<file path="config.mk">
export PLATFORM = sky130hd
export DESIGN_NAME = rib_timer_flat
export DESIGN_NICKNAME = d
export VERILOG_FILES = /design/src/rtl/rib_timer_pkg.sv /design/src/rtl/rib_timer_if.sv /design/src/rtl/rib_timer_prescaler.sv /design/src/rtl/rib_timer.sv /design/src/flat_wrapper.sv
export SDC_FILE = /design/constraint.sdc
export NUM_CORES = 1
export LEC_CHECK = 0
export ABC_CLOCK_PERIOD_IN_PS = 2700
export CAP_MARGIN = 20
export CELL_PAD_IN_SITES_DETAIL_PLACEMENT = 0
export CELL_PAD_IN_SITES_GLOBAL_PLACEMENT = 1
export CORE_MARGIN = 2
export CORE_UTILIZATION = 30
export DETAILED_ROUTE_END_ITERATION = 8
export GPL_ROUTABILITY_DRIVEN = 1
export PLACE_DENSITY = 0.77
export SYNTH_ARGS = -nofsm -noshare
export SYNTH_HDL_FRONTEND = slang
export SYNTH_SLANG_ARGS = --single-unit
</file>
<file path="constraint.sdc">
create_clock -name clk -period 2.7 [get_ports clk]
set_input_delay 0.54 -clock clk [delete_from_list [all_inputs] [get_ports clk]]
set_output_delay 0.54 -clock clk [all_outputs]
set_load 0.005 [all_outputs]
</file>
<file path="src/rtl/rib_timer_pkg.sv">
// Shared RIB bus types, timer register offsets, CTRL bit positions and slot base.
// Used by the timer whether or not RIB_TIMER_PRESCALER_EN is defined.
package rib_timer_pkg;

    localparam int MEM_BUS_W = 32;

    typedef logic [MEM_BUS_W-1:0] mem_bus_t;
    typedef logic [MEM_BUS_W-1:0] mem_addr_bus_t;

    localparam mem_bus_t      ZeroWord     = '0;
    localparam logic          WriteEnable  = 1'b1;
    localparam logic          WriteDisable = 1'b0;
    localparam mem_addr_bus_t SLAVE4_BASE  = 32'h4000_0000;

    localparam logic [7:0] TIMER_CTRL     = 8'h00;
    localparam logic [7:0] TIMER_COUNT    = 8'h04;
    localparam logic [7:0] TIMER_COMPARE  = 8'h08;
    localparam logic [7:0] TIMER_PRESCALE = 8'h0C;

    localparam int CTRL_EN       = 0;
    localparam int CTRL_IE       = 1;
    localparam int CTRL_PERIODIC = 2;
    localparam int CTRL_PEND     = 3;

    function automatic mem_bus_t ctrl_word(input logic en, input logic ie,
                                           input logic periodic, input logic pend);
        mem_bus_t w;
        w                = ZeroWord;
        w[CTRL_EN]       = en;
        w[CTRL_IE]       = ie;
        w[CTRL_PERIODIC] = periodic;
        w[CTRL_PEND]     = pend;
        return w;
    endfunction

endpackage

</file>
<file path="src/rtl/rib_timer_if.sv">
// RIB slave-slot bus bundle: slot-local address, write data/enable and combinational read data.
interface rib_timer_if;
    import rib_timer_pkg::*;

    mem_addr_bus_t addr_i;
    mem_bus_t      data_i;
    logic          we_i;
    mem_bus_t      data_o;

    modport master (output addr_i, output data_i, output we_i, input data_o);
    modport slave  (input addr_i, input data_i, input we_i, output data_o);

endinterface

</file>
<file path="src/rtl/rib_timer_prescaler.sv">
// Prescale counter producing a one-cycle tick every load+1 enabled cycles.
// Only compiled when RIB_TIMER_PRESCALER_EN is defined.
`ifdef RIB_TIMER_PRESCALER_EN
module rib_timer_prescaler #(
    parameter int PRE_W = 16
) (
    input  logic             clk,
    input  logic             rst,
    input  logic             en,
    input  logic             clr,
    input  logic [PRE_W-1:0] load,
    output logic             tick
);

    logic [PRE_W-1:0] cnt_q;
    logic [PRE_W-1:0] cnt_d;

    assign tick = en && (cnt_q == load);

    // Restart the count on disable, on a new load value, and after each tick.
    always_comb begin
        cnt_d = cnt_q + PRE_W'(1);
        if (!en || clr || tick) begin
            cnt_d = '0;
        end
    end

    always_ff @(posedge clk or negedge rst) begin
        if (!rst) begin
            cnt_q <= '0;
        end else begin
            cnt_q <= cnt_d;
        end
    end

endmodule
`endif

</file>
<file path="src/rtl/rib_timer.sv">
// RIB slave-4 timer: register file, prescaled counter with compare match and level interrupt.
// Define RIB_TIMER_PRESCALER_EN to add the PRESCALE register and prescale counter.
module rib_timer
    import rib_timer_pkg::*;
#(
    parameter int CNT_W = 32,
    parameter int PRE_W = 16
) (
    input  logic       clk,
    input  logic       rst,
    rib_timer_if.slave bus,
    output logic       int_sig_o
);

    logic [7:0]       offset;
    logic             unused_addr_bits;
    logic             wr_ctrl;
    logic             wr_count;
    logic             wr_compare;
    logic             tick_raw;
    logic             tick;
    logic [PRE_W-1:0] prescale_word;

    logic             en_q, en_d;
    logic             ie_q, ie_d;
    logic             periodic_q, periodic_d;
    logic             pend_q, pend_d;
    logic [CNT_W-1:0] count_q, count_d;
    logic [CNT_W-1:0] compare_q, compare_d;

    assign offset           = bus.addr_i[7:0];
    assign unused_addr_bits = ^bus.addr_i[31:8];

    assign wr_ctrl    = (bus.we_i == WriteEnable) && (offset == TIMER_CTRL);
    assign wr_count   = (bus.we_i == WriteEnable) && (offset == TIMER_COUNT);
    assign wr_compare = (bus.we_i == WriteEnable) && (offset == TIMER_COMPARE);

`ifdef RIB_TIMER_PRESCALER_EN
    logic             wr_prescale;
    logic [PRE_W-1:0] prescale_q, prescale_d;

    assign wr_prescale = (bus.we_i == WriteEnable) && (offset == TIMER_PRESCALE);

    always_comb begin
        prescale_d = prescale_q;
        if (wr_prescale) begin
            prescale_d = bus.data_i[PRE_W-1:0];
        end
    end

    always_ff @(posedge clk or negedge rst) begin
        if (!rst) begin
            prescale_q <= '0;
        end else begin
            prescale_q <= prescale_d;
        end
    end

    rib_timer_prescaler #(
        .PRE_W (PRE_W)
    ) u_prescaler (
        .clk  (clk),
        .rst  (rst),
        .en   (en_q),
        .clr  (wr_prescale),
        .load (prescale_q),
        .tick (tick_raw)
    );

    assign prescale_word = prescale_q;
`else
    assign tick_raw      = en_q;
    assign prescale_word = '0;
`endif

    // A software write clearing EN swallows a tick landing in the same cycle.
    assign tick = tick_raw && !(wr_ctrl && !bus.data_i[CTRL_EN]);

    // Match uses pre-write COUNT/COMPARE; a hardware PEND set beats a same-cycle W1C,
    // and a software COUNT write beats the increment.
    always_comb begin
        en_d       = en_q;
        ie_d       = ie_q;
        periodic_d = periodic_q;
        pend_d     = pend_q;
        count_d    = count_q;
        compare_d  = compare_q;

        if (wr_ctrl) begin
            en_d       = bus.data_i[CTRL_EN];
            ie_d       = bus.data_i[CTRL_IE];
            periodic_d = bus.data_i[CTRL_PERIODIC];
            if (bus.data_i[CTRL_PEND]) begin
                pend_d = 1'b0;
            end
        end

        if (tick) begin
            if (count_q == compare_q) begin
                pend_d = 1'b1;
                if (periodic_q) begin
                    count_d = '0;
                end else begin
                    en_d = 1'b0;
                end
            end else begin
                count_d = count_q + CNT_W'(1);
            end
        end

        if (wr_count) begin
            count_d = bus.data_i[CNT_W-1:0];
        end
        if (wr_compare) begin
            compare_d = bus.data_i[CNT_W-1:0];
        end
    end

    always_ff @(posedge clk or negedge rst) begin
        if (!rst) begin
            en_q       <= 1'b0;
            ie_q       <= 1'b0;
            periodic_q <= 1'b0;
            pend_q     <= 1'b0;
            count_q    <= '0;
            compare_q  <= '0;
        end else begin
            en_q       <= en_d;
            ie_q       <= ie_d;
            periodic_q <= periodic_d;
            pend_q     <= pend_d;
            count_q    <= count_d;
            compare_q  <= compare_d;
        end
    end

    always_comb begin
        bus.data_o = ZeroWord;
        case (offset)
            TIMER_CTRL:     bus.data_o = ctrl_word(en_q, ie_q, periodic_q, pend_q);
            TIMER_COUNT:    bus.data_o = mem_bus_t'(count_q);
            TIMER_COMPARE:  bus.data_o = mem_bus_t'(compare_q);
            TIMER_PRESCALE: bus.data_o = mem_bus_t'(prescale_word);
            default:        bus.data_o = ZeroWord;
        endcase
    end

    assign int_sig_o = pend_q & ie_q;

endmodule
</file>
<file path="src/flat_wrapper.sv">
// flat-port wrapper written by rule: the top's interface ports become plain ports
module rib_timer_flat import rib_timer_pkg::*;
#(
    parameter int CNT_W = 32,
    parameter int PRE_W = 16
)
  (clk, rst, int_sig_o, bus_addr_i, bus_data_i, bus_we_i, bus_data_o);
  rib_timer_if bus_i ();
  input  logic clk;
  input  logic rst;
  output logic int_sig_o;
  input wire logic [$bits(bus_i.addr_i)-1:0] bus_addr_i;
  input wire logic [$bits(bus_i.data_i)-1:0] bus_data_i;
  input wire logic [$bits(bus_i.we_i)-1:0] bus_we_i;
  output wire logic [$bits(bus_i.data_o)-1:0] bus_data_o;
  assign bus_i.addr_i = bus_addr_i;
  assign bus_i.data_i = bus_data_i;
  assign bus_i.we_i = bus_we_i;
  assign bus_data_o = bus_i.data_o;
  rib_timer #(.CNT_W(CNT_W), .PRE_W(PRE_W)) u_core (.clk(clk), .rst(rst), .bus(bus_i), .int_sig_o(int_sig_o));
endmodule
</file>
==> flow_summary_export.csv <==
group,metric,value,unit
status,status,"complete, but fails checks",
status,violations,"negative setup slack",
worst_setup_path,critPathArrivalTime,2190,ps
timing,slew_headroom,0.661,
timing,post-route-period-util,1.01,
timing,rsz0062_at_grt,"yes",
floorplanning,coreArea,14500,um^2
finish,drive_above_1_share,0.295,
finish,n_antenna_cell,0,
clocking,cts.htree.levels,3,
routing,wl_per_cell,18.5,um
worst_setup_path,cp.required,2160,ps
floorplanning,initial_core_util,0.306,
worst_setup_path,crit_start,"bus_addr_i[1]",
floorplanning,core.rowCount,44,
routing,met3_length,803,um
timing,fmax,367,MHz
finish,area_growth,38.7,%
timing,setup_viol,6,
placed_design,place_ws,-743,ps
synthesis,yosys_warnings,0,
routing,drtAntennaViolNets,0,
clocking,clock_latency,330,ps
clocking,clk_pin_slew_worst_paths,60,ps
synthesis,avgSynthCellArea,9.26,um^2
global_route,grt.total_usage,0.190,
global_route,grt_start_max_net_pins,32,
routing,highest_layer,"met4",
synthesis,ys_ff_latch,68,
clocking,clock-sinks,68,
synthesis,synth_top_area_frac,0.382,
global_route,grt-ovfl-total,0,
floorplanning,die_h,126,um
timing,skew,10.3,ps
clocking,cts_made_buffers,9,
floorplanning,ios,100,
routing,wl_met2,7.13,mm
timing,drv_slew,0,
worst_setup_path,critPathKind,"in2out",
synthesis,syn-num-nets,549,
global_route,grt_pass1_vias,4465,
floorplanning,dieArea,15800,um^2
timing,worst_hold_slack,149,ps
worst_setup_path,r2r_start,"u_core.count_q[9]",
clocking,root_buffer,"clkbuf_16",
synthesis,ys_types,57,
routing,wl_met1,6.30,mm
power_and_ir_drop,leakagePower,2.67,nW
synthesis,synth-async-reset-ratio,1.00,
timing,hold_viol,0,
clocking,cts_tree,"yes",
synthesis,yosysMostFrequentCell,"dfrtp_1",
routing,routed_wl,14.6,mm
synthesis,synth-edff-count,0,
job,drv_cap,0,
placed_design,hpwl,10.4,mm
timing,layout_setup_ws,-26.2,ps
power_and_ir_drop,power_density,440,nW/um^2
timing,min_period,2730,ps
worst_setup_path,end_kind,"output pin",
power_and_ir_drop,peakVddDrop,232,uV
placed_design,gp_congestion,0.866,
synthesis,netlist_top_cells_area,"dfrtp_1, mux2_2, xnor2_1",
global_route,antenna_found_initial,1,
routing,dr.pass1.iters,5,
routing,routed_via_density,5.41,
synthesis,synthCells,481,
placed_design,io_buffers,75,
worst_hold_path,hp-class,"in2async",
global_route,grt_pass1_wl,23.8,mm
routing,drc,0,
worst_setup_path,cp_max_fo,5,
synthesis,synth_top_area_cell,"dfrtp_1",
routing,drtIter0Drc,282,
worst_setup_path,reg2reg_slack,150,ps
routing,vias,4257,
synthesis,synthTopCellsByCount,"dfrtp_1, nand2_1, nor2_1, mux2_2, xnor2_1",
synthesis,synth_area,4450,um^2
clocking,clockBufferDepth,2,
worst_setup_path,slowest_delay,530,ps
synthesis,synth_flop_cell,"dfrtp_1",
finish,final_nets,668,
worst_setup_path,crit_chain,"buf_6, or4_4, or2_4, nor2b_4, buf_12, buf_16, buf_4, a22o_1, buf_2",
worst_setup_path,cp-start-kind,"input pin",
floorplanning,die_x,126,um
worst_setup_path,crit_slowest_cell,"or4_4",
timing,tightest_slew,509,ps
synthesis,yosysSeqAreaShare,0.382,
==> final cells by class <==
class	instances	area (um^2)
clock buffer	12	267
clock inverter	2	10.0
fill	1437	8360
inverter	9	33.8
multi-input combinational	360	2560
sequential	68	1700
tap	184	230
timing repair buffer	152	1380
==> metrics by stage <==
step	cells	TNS (ps)	power (W)	instance area, um^2	util
finish	787	-95.0	0.00271	6170	0.425
global route	787	-328	0.00284	6170	0.425
CTS	787	-236	0.00273	6140	0.422
detailed placement	750	-35580	0.00161	5690	0.391
global placement	750	-35730	0.00160	5690	0.391
floorplan	481	0	0.00138	4460	-
==> power breakdown <==
part	total (W)	switching, W	internal [W]
registers	0.00115	0.0000693	0.00108
logic	0.000462	0.000231	0.000232
clock network	0.00110	0.000421	0.000683
total	0.00271	0.000721	0.00199
==> final timing paths <==
| path | cells after the start | endpoint |
|---|---|---|
| worst max-delay path | 9 | bus_data_o[16] |
| worst min-delay path | 1 | u_core.count_q[12] |
| worst max register to register | 6 | u_core.count_q[31] |
| worst min register to register | 2 | u_core.pend_q |
| max in group asynchronous | 2 | u_core.count_q[21] |
| min in group clk | 2 | u_core.pend_q |
==> critical path: cells and delay by family <==
| kind | cells | cell delay (ps) |
|---|---|---|
| buffers and inverters | 5 | 570 |
| AO/OA/AOI/OAI | 1 | 110 |
| AND/OR/NAND/NOR | 3 | 960 |
==> per-layer routing <==
layer	up-vias	track usage
li1	2031	-
met2	135	0.318
met1	2065	0.240
met4	0	0.0711
met3	26	0.0425
met5	-	0
==> kinds of logic (layout without fill, tap and decap cells) <==
group | Yosys count | count (layout) | synth area share
xor gates and xnor gates | 32 | 32 | 0.0629
buffers and inverters | 53 | 175 | 0.0520
DFF | 68 | 68 | 0.382
muxes | 42 | 42 | 0.105
and+or+nand+nor | 167 | 167 | 0.195
adders and majority gates | 1 | 1 | 0.00281
AOI/OAI and AO/OA | 118 | 118 | 0.200
==> state kept, by name, indices dropped and copies added, names as in the netlist <==
name               cells
u_core.count_q        32
u_core.pend_q          1
u_core.ie_q            1
u_core.compare_q      32
u_core.periodic_q      1
u_core.en_q            1
==> timing repair <==
item | in CTS | in global routing
pin swaps | 16 | 9
cloned | 4 | 0
setup endpoints to repair | 32 | 37
gates resized for setup | 153 | 11
hold buffers | 0 | 0
buffers inserted | 19 | 2
==> placed cells by master, fill, tap and decap left out, drive strengths merged, types with 9 or more instances in the layout <==
cell	netlist	routed
buf	23	109
xnor2	32	32
a22o	28	28
nand4	20	20
inv	9	9
a21oi	10	10
clkdlybuf4s50	0	36
o21ai	28	28
dfrtp	68	68
nand2	42	42
nor2	39	39
nand3	15	15
and3	9	9
nor3	10	10
clkbuf	21	12
mux2	38	38
Note: power is estimated with default switching activity, not from simulation.
